File: src/rtl/a2d_slv_pkg.sv
// Shared types and frame-layout constants for the A2D SPI responder.
// Build option A2D_SLV_INVERT_EN (see a2d_spi_slave.sv) needs nothing from here.
package a2d_slv_pkg;

  typedef enum logic {IDLE, SHIFT} a2d_slv_state_t;

  localparam int FRAME_W = 16;
  localparam int CH_MSB  = 13;
  localparam int CH_LSB  = 11;
  localparam int PAD_W   = 4;

endpackage

File: src/rtl/a2d_spi_slave_sync_edge_det.sv
// Two-flop synchroniser for an asynchronous input, plus one-clk rise/fall
// pulses from comparing the synchronised value with its previous value.
module sync_edge_det
  import a2d_slv_pkg::*;
#(
  parameter logic RST_VAL = 1'b0
) (
  input  logic clk,
  input  logic rst_n,
  input  logic d_i,
  output logic rise_o,
  output logic fall_o
);

  logic meta_q, sync_q, prev_q;

  always_ff @(posedge clk or negedge rst_n) begin
    if (!rst_n) begin
      meta_q <= RST_VAL;
      sync_q <= RST_VAL;
      prev_q <= RST_VAL;
    end else begin
      meta_q <= d_i;
      sync_q <= meta_q;
      prev_q <= sync_q;
    end
  end

  assign rise_o = sync_q & ~prev_q;
  assign fall_o = ~sync_q & prev_q;

endmodule

File: src/rtl/a2d_spi_slave.sv
// SPI mode-0 responder modelling a pipelined 8-channel 12-bit A2D.
// Define A2D_SLV_INVERT_EN to return the inverted sample (inverting front end).
module a2d_spi_slave #(
  parameter int NUM_CH  = 8,
  parameter int DATA_W  = 12,
  parameter int FRAME_W = 16
) (
  input  logic                     clk,
  input  logic                     rst_n,
  input  logic                     SS_n,
  input  logic                     SCLK,
  input  logic                     MOSI,
  input  logic [NUM_CH*DATA_W-1:0] smpl_data,
  output logic                     MISO,
  output logic [2:0]               chnnl_cur,
  output logic                     trans_done
);

  import a2d_slv_pkg::*;

  localparam int                PAD      = FRAME_W - DATA_W;
  localparam int                CNT_W    = $clog2(FRAME_W + 1);
  localparam logic [CNT_W-1:0]  CNT_FULL = CNT_W'(FRAME_W);

  logic sclk_rise, sclk_fall, ss_rise, ss_fall;
  logic mosi_meta_q, mosi_sync_q;

  a2d_slv_state_t      state_q, state_d;
  logic [FRAME_W-1:0]  tx_shft_q, tx_shft_d;
  logic [FRAME_W-1:0]  rx_shft_q, rx_shft_d;
  logic [CNT_W-1:0]    bit_cnt_q, bit_cnt_d;
  logic [2:0]          chnnl_q, chnnl_d;
  logic                done_q, done_d;

  sync_edge_det #(.RST_VAL(1'b0)) u_sclk_sync (
    .clk    (clk),
    .rst_n  (rst_n),
    .d_i    (SCLK),
    .rise_o (sclk_rise),
    .fall_o (sclk_fall)
  );

  sync_edge_det #(.RST_VAL(1'b1)) u_ss_sync (
    .clk    (clk),
    .rst_n  (rst_n),
    .d_i    (SS_n),
    .rise_o (ss_rise),
    .fall_o (ss_fall)
  );

  // MOSI needs only the two flops so it stays aligned with the SCLK rise pulse
  always_ff @(posedge clk or negedge rst_n) begin
    if (!rst_n) begin
      mosi_meta_q <= 1'b0;
      mosi_sync_q <= 1'b0;
    end else begin
      mosi_meta_q <= MOSI;
      mosi_sync_q <= mosi_meta_q;
    end
  end

  // Channels beyond NUM_CH read as zero before the optional inversion
  function automatic logic [DATA_W-1:0] pick_result(
    input logic [2:0]               ch,
    input logic [NUM_CH*DATA_W-1:0] data
  );
    logic [DATA_W-1:0] s;
    s = '0;
    for (int i = 0; i < NUM_CH; i++) begin
      if (int'(ch) == i) s = data[i*DATA_W +: DATA_W];
    end
`ifdef A2D_SLV_INVERT_EN
    return ~s;
`else
    return s;
`endif
  endfunction

  always_ff @(posedge clk or negedge rst_n) begin
    if (!rst_n) begin
      state_q   <= IDLE;
      tx_shft_q <= '0;
      rx_shft_q <= '0;
      bit_cnt_q <= '0;
      chnnl_q   <= '0;
      done_q    <= 1'b0;
    end else begin
      state_q   <= state_d;
      tx_shft_q <= tx_shft_d;
      rx_shft_q <= rx_shft_d;
      bit_cnt_q <= bit_cnt_d;
      chnnl_q   <= chnnl_d;
      done_q    <= done_d;
    end
  end

  always_comb begin
    state_d   = state_q;
    tx_shft_d = tx_shft_q;
    rx_shft_d = rx_shft_q;
    bit_cnt_d = bit_cnt_q;
    chnnl_d   = chnnl_q;
    done_d    = 1'b0;
    case (state_q)
      IDLE: begin
        if (ss_fall) begin
          state_d   = SHIFT;
          tx_shft_d = {{PAD{1'b0}}, pick_result(chnnl_q, smpl_data)};
          rx_shft_d = '0;
          bit_cnt_d = '0;
        end
      end
      SHIFT: begin
        if (ss_rise) begin
          state_d = IDLE;
          if (bit_cnt_q == CNT_FULL) begin
            chnnl_d = rx_shft_q[CH_MSB:CH_LSB];
            done_d  = 1'b1;
          end
        end else begin
          // Overlong frames keep shifting so the command is the last 16 bits
          if (sclk_rise) begin
            rx_shft_d = {rx_shft_q[FRAME_W-2:0], mosi_sync_q};
            if (bit_cnt_q != CNT_FULL) bit_cnt_d = bit_cnt_q + 1'b1;
          end
          if (sclk_fall) tx_shft_d = {tx_shft_q[FRAME_W-2:0], 1'b0};
        end
      end
      default: state_d = IDLE;
    endcase
  end

  assign MISO       = tx_shft_q[FRAME_W-1];
  assign chnnl_cur  = chnnl_q;
  assign trans_done = done_q;

endmodule
File: config.mk
export PLATFORM = sky130hd
export DESIGN_NAME = a2d_spi_slave
export DESIGN_NICKNAME = d
export VERILOG_FILES = /design/src/rtl/a2d_slv_pkg.sv /design/src/rtl/a2d_spi_slave_sync_edge_det.sv /design/src/rtl/a2d_spi_slave.sv
export SDC_FILE = /design/constraint.sdc
export NUM_CORES = 1
export LEC_CHECK = 0
export CAP_MARGIN = 10
export CORE_ASPECT_RATIO = 0.8
export CORE_MARGIN = 3
export CORE_UTILIZATION = 45
export DETAILED_ROUTE_END_ITERATION = 12
export PLACE_DENSITY_LB_ADDON = 0.08
export RECOVER_POWER = 100
export SLEW_MARGIN = 0
export SYNTH_ARGS = -nofsm -noshare
export SYNTH_HDL_FRONTEND = slang
export SYNTH_SLANG_ARGS = --single-unit
File: constraint.sdc
create_clock -name clk -period 1.69 [get_ports clk]
set_input_delay 0.2535 -clock clk [delete_from_list [all_inputs] [get_ports clk]]
set_output_delay 0.2535 -clock clk [all_outputs]
set_load 0.02 [all_outputs]
* Yosys cells after proc, flatten, opt, wreduce, memory -nomap -nowiden
Cells that the tools add are included.
** Cells by class
- Divide/modulo/power cells :: 0
- Equality and inequality tests :: 14
- Muxes and demuxes :: 27
- Order comparisons :: 0
- Add/subtract/negate cells :: 1
- Multiply operators :: 0
- Reductions and logical operators :: 5
- Shift-type cells :: 0
- Bitwise logic cells :: 9
** Operators by type and width (number)
- $mux W12 :: 8
- $mux W16 :: 3
- $mux W14 :: 3
- $pmux W16 S2 :: 1
- $pmux W14 S2 :: 1
- $mux W5 :: 4
- $eq A3 B3 Y1 const B :: 4
- $pmux W5 S2 :: 1
- $reduce_and A3 Y1 :: 3
- $ne A2 B2 Y1 const B :: 4
- $eq A3 B2 Y1 const B :: 2
- $add A5 B1 Y5 const B :: 1
- $eq A5 B5 Y1 const B :: 1
- $mux W1 :: 5
- $ne A5 B5 Y1 const B :: 1
- $not A1 Y1 :: 5
- $and A1 B1 Y1 :: 4
- $reduce_and A4 Y1 :: 1
- $eq A3 B1 Y1 const B :: 1
- $logic_not A3 Y1 :: 1
- $ne A2 B1 Y1 const B :: 1
- $pmux W1 S2 :: 1
** Storage, ports and cells
- RAM bits :: 0
- Latch bits :: 0
- Bits in read-only memories :: 0
- Memories kept :: 0
- Flip-flop bits (word level) :: 48

* Logic depth before layout (Yosys ltp)
- Depth in word-level cells :: 11
- Mapped depth :: 7
- Mapped depth without buffers :: 5

* Hierarchy
A second synthesis with hierarchy kept.
** Second synthesis, totals
- Cell total of the unflattened synthesis :: 317
- Area, all modules :: 3059.2 um^2
** By module, submodules not included
- a2d_spi_slave :: instances 1, area each 2875.3 um^2, cells each 307
- sync_edge_det at u_ss_sync :: instances 1, area each 93.8 um^2, cells each 5
- sync_edge_det at u_sclk_sync :: instances 1, area each 90.1 um^2, cells each 5

* Least setup slack after synthesis
Ideal clock, no wire load.
- Path type :: flip-flop to flip-flop
- Start :: register chnnl_q[0], in the netlist chnnl_cur[0]
- End :: register tx_shft_q[3]
- Required time :: 1.560 ns
- Setup slack :: 0.212 ns
- Arrival :: 1.349 ns
- Buffers on the path :: 2
- Cell stages (with the launch flop) :: 7
- Library setup time :: 0.130 ns
- Path through :: dfrtp_1 buf_4 and3_1 buf_2 a21oi_1 a2bb2oi_1 o31ai_1
** Between the ends
- Longest elaborated chain between the ends :: 11
- Elaborated cells between the ends (all ways) :: 18
- Those cells by class :: eq/ne: 7; mux: 10; reduce/logical: 1
** RTL lines
- start: declaration :: line a2d_spi_slave.sv:32 : logic [2:0] chnnl_q, chnnl_d;
- start signal: assignment :: line a2d_spi_slave.sv:92 : chnnl_q <= chnnl_d;
- $logic_not A3 Y1 :: line a2d_spi_slave.sv:70 : if (int'(ch) == i) s = data[i*DATA_W +: DATA_W];
- $mux W12 (7 in series) :: line a2d_spi_slave.sv:70
- $mux W12 (*) :: line a2d_spi_slave.sv:70
- $mux W16 (*) :: line a2d_spi_slave.sv:106 : if (ss_fall) begin
- $pmux W16 S2 (*) :: line a2d_spi_slave.sv:104 : case (state_q)
- end signal: assignment :: line a2d_spi_slave.sv:89 : tx_shft_q <= tx_shft_d;
- end: declaration :: line a2d_spi_slave.sv:29 : logic [FRAME_W-1:0] tx_shft_q, tx_shft_d;
Every way passes the cells marked *; elsewhere a longest branch is shown, timed or not. The select of a mux whose other input is x is not followed.
A chain may end at the register's enable or synchronous reset.

* Worst setup path in the final report
- Start :: register tx_shft_q[15]
- End :: output port MISO
** RTL lines
- end: declaration :: line a2d_spi_slave.sv:14 : output logic MISO,
No word-level cell between the ends.

==> results.txt <==
status: finished clean
routability cong.: 0.7916
clk buf depth: 2
vias: 2,900
PwrDens: 616.5 nW/um^2
post-synthesis average cell area: 9.261 sq um
Max Slew Vio Count: 0
Setup Crit Path Kind: flip-flop to output port
Internal Power: 1.983 mW
area fraction of the dominant cell type after synthesis: 35.14%
Place WS: 0.1268 ns
average wire per standard cell: 15.93 microns
fin crit share: 93.73%
CP Launch Type: flip-flop
IO Pins: 106
synth unique cells: 44
setup_tns: 0 ns
post-synthesis sequential area ratio: 37.60%
Root Driver: clkbuf_8
total routing usage reported by global routing: 20.83%
clk_skew: 0.003524 ns
Hold Path End: u_sclk_sync.sync_q$_DFF_PN0_
Layout fillers: 538
initial core utilization: 48.28%
max_slew headroom: 71.41%
Die Span Y: 81.48 microns
initial antenna violation count: 0
CP required: 1.44 ns
Crit. End Element: output port
Bufs and invs on worst path: 1
post-CTS setup buffers: 0
Slew @ Worst Pin: 0.4284 ns
net switching power: 751.9 uW
Max Fanout on Critical Path: 2
most common flop cell mapped by yosys: dfrtp_1
Sink Count: 48
cell breakdown of the critical path: dlygate4sd3_1
Arrival @ worst endpoint: 1.33 ns
DR top layer: met4
count leader, synth: nand2_1
Crit path max-delay family: buffers and inverters
row cnt: 26
drt first-iter violations: 140
leading area contributor after synthesis: dfrtp_1
Combinational Power Share: 25.4%
Synth Register Bits: 48
syn_nets: 449
Reg power frac: 50.0%
IO Port Bufs: 105
vias in the first global route: 2,787
Post-synth ARST share: 100.0%
met3 wire len: 407 microns
H-Tree Depth: 2
worst r2r src: chnnl_cur[1]$_DFFE_PN0P_
slowest cell on the critical path: dlygate4sd3_1
metal1 wirelength: 4023 microns
peak supply drop: 0.5742 mV
share of total power in the clock network: 24.6%
Post-synth top cells: nand2_1, dfrtp_1, nor2_1
share of layout cells above drive strength 1: 12.86%
TritonCTS buffer count: 5
Routed Antenna Nets: 0
synth warn: 0
ANT cells: 0
ranking of synthesized cells by area: dfrtp_1, nand2_1, mux2i_1
wire length on met2: 4046 microns
Max Cap Viol: 0
CTS tree: done
total wire length: 8523 microns
pin count of the biggest net entering global routing: 49
worst hold path class: flip-flop to flip-flop
R2R setup slack: 0.12 ns
core area: 6636 sq um
Crit path largest cell delay: 0.65 ns
1st-pass router iterations: 4
RSZ-0062 raised after global routing: no
Worst-Skew Late Latency: 0.30 ns
detailed placement HPWL: 6431 microns
Sw Ratio: 27.50%
Static Leak: 1.819 nW
Post-Syn Area: 3204 sq um
DR vias/cell: 5.421
layout net count: 553
crit path time final: 1.584 ns
die width: 100.3 microns
setup ws final: 0.1059 ns
aggregate global routing overflow: 0
first-pass GRT wire length: 13,670 microns
Reg clk slew, reported paths: 0.08 ns
worst reg2reg endpoint: tx_shft_q[7]$_DFFE_PN0P_
Die ar.: 8176 sq um
minimum hold slack: 0.3554 ns
hold path startpoint: u_sclk_sync.meta_q$_DFF_PN0_
DRC viols: 0
Fmax achieved: 631.3 MHz
final setup violation count: 0
final hold violation count: 0
EDFF count, synth: 0
post-synthesis cell count: 346
Hold Path Depth: 0
Layout area overhead: 38.42%
Worst R2R Path Depth: 5
[area by class of cell]
class                      instances  area, sq um  share of cell area, %
tap                               84        105.1                  2.370
inverter                          19        71.32                  1.608
timing repair buffer             128         1236                  27.87
clock buffer                       7        76.32                  1.721
multi-input combinational        248         1732                  39.04
clock inverter                     1        8.758                 0.1975
sequential                        48         1206                  27.19
[flip-flops by register name, indices dropped and copies added (netlist names)]
name / flops
state_q: 1
u_ss_sync.prev_q: 1
trans_done: 1
u_sclk_sync.meta_q: 1
u_sclk_sync.sync_q: 1
u_ss_sync.meta_q: 1
u_ss_sync.sync_q: 1
chnnl_cur: 3
u_sclk_sync.prev_q: 1
mosi_sync_q: 1
mosi_meta_q: 1
bit_cnt_q: 5
tx_shft_q: 16
rx_shft_q: 14
[cell usage in the layout, fill, tap and decap left out, types with 3 or more instances in the layout]
cell,netlist,layout
dlygate4sd3_1,0,6
o32ai_1,2,3
o21ai_0,13,13
clkdlybuf4s50_1,0,96
clkbuf_8,0,5
clkbuf_1,7,3
a211oi_1,11,10
dlygate4sd2_1,0,3
o32ai_2,10,9
nand3b_1,12,12
nand3_1,17,17
nor2_1,24,24
a21oi_1,13,14
inv_1,19,19
o31ai_1,11,11
a2bb2oi_1,11,11
dfrtp_1,45,44
nand2_1,53,53
a41oi_2,7,7
buf_4,8,16
a21boi_0,11,11
mux2i_1,19,19
a41oi_1,4,4
mux2_2,3,3
[worst register-to-register path: stages (launching register included)]
cell      delay (ns)
dfrtp_2         0.43
buf_12          0.24
mux2i_1         0.23
o21ai_0         0.09
a211oi_1        0.34
o31ai_1         0.12
[logic make-up after synthesis]
kind of cell	Yosys count	synth area share, %
fa+ha+maj	2	0.7808
xor+xnor	1	0.2734
simple gates	125	19.17
buf+inv	50	8.590
flops	48	37.60
compound gates	98	26.59
mux	22	6.989
[power by group through the flow]
| stage | clock [mW] | combinational (mW) | sequential (mW) |
|---|---|---|---|
| floorplan | 0 | 0.363 | 1.36 |
| global placement | 0 | 0.676 | 1.39 |
| detailed placement | 0 | 0.699 | 1.39 |
| CTS | 0.694 | 0.705 | 1.37 |
| global route | 0.741 | 0.764 | 1.39 |
| finish | 0.672 | 0.695 | 1.37 |
[routing by layer]
metal  up-vias  global-route usage, %
li1       1451                      -
met1      1375                  30.64
met2        70                  32.47
met3         4                  3.226
met4         0                  4.576
met5         -                      0
[worst max-delay path by stage]
| stage | depth (start not counted) | slack [ns] | start | endpoint |
|---|---|---|---|---|
| floorplan | 6 | 0.21 | chnnl_cur[0]$_DFFE_PN0P_ | tx_shft_q[3]$_DFFE_PN0P_ |
| global placement | 5 | 0.14 | u_ss_sync.sync_q$_DFF_PN1_ | tx_shft_q[1]$_DFFE_PN0P_ |
| detailed placement | 4 | 0.13 | chnnl_cur[2]$_DFFE_PN0P_ | tx_shft_q[2]$_DFFE_PN0P_ |
| CTS | 4 | 0.10 | chnnl_cur[2]$_DFFE_PN0P_ | tx_shft_q[7]$_DFFE_PN0P_ |
| global route | 4 | 0.01 | u_ss_sync.prev_q$_DFF_PN1_ | bit_cnt_q[1]$_DFFE_PN0P_ |
| finish | 1 | 0.11 | tx_shft_q[15]$_DFFE_PN0P_ | MISO |
[repair_timing]
| action | in CTS | in global routing |
|---|---|---|
| pin swaps | 0 | 0 |
| gates resized for setup | 3 | 5 |
| cloned | 0 | 0 |
| hold endpoints to repair | 45 | 0 |
| hold buffers | 1 | 0 |
| setup endpoints to repair | 3 | 5 |
[metrics by stage]
step                      util, %  power (mW)  cell area (sq um)  instances
after detailed placement    65.44       2.088               4343        526
after CTS                   66.82       2.764               4434        535
after global placement      65.44       2.061               4343        526
final                       66.84       2.735               4436        535
after global routing        66.84       2.890               4436        535
after floorplan                 -       1.727               3204        346
Note: power is estimated with default switching activity, not from simulation.
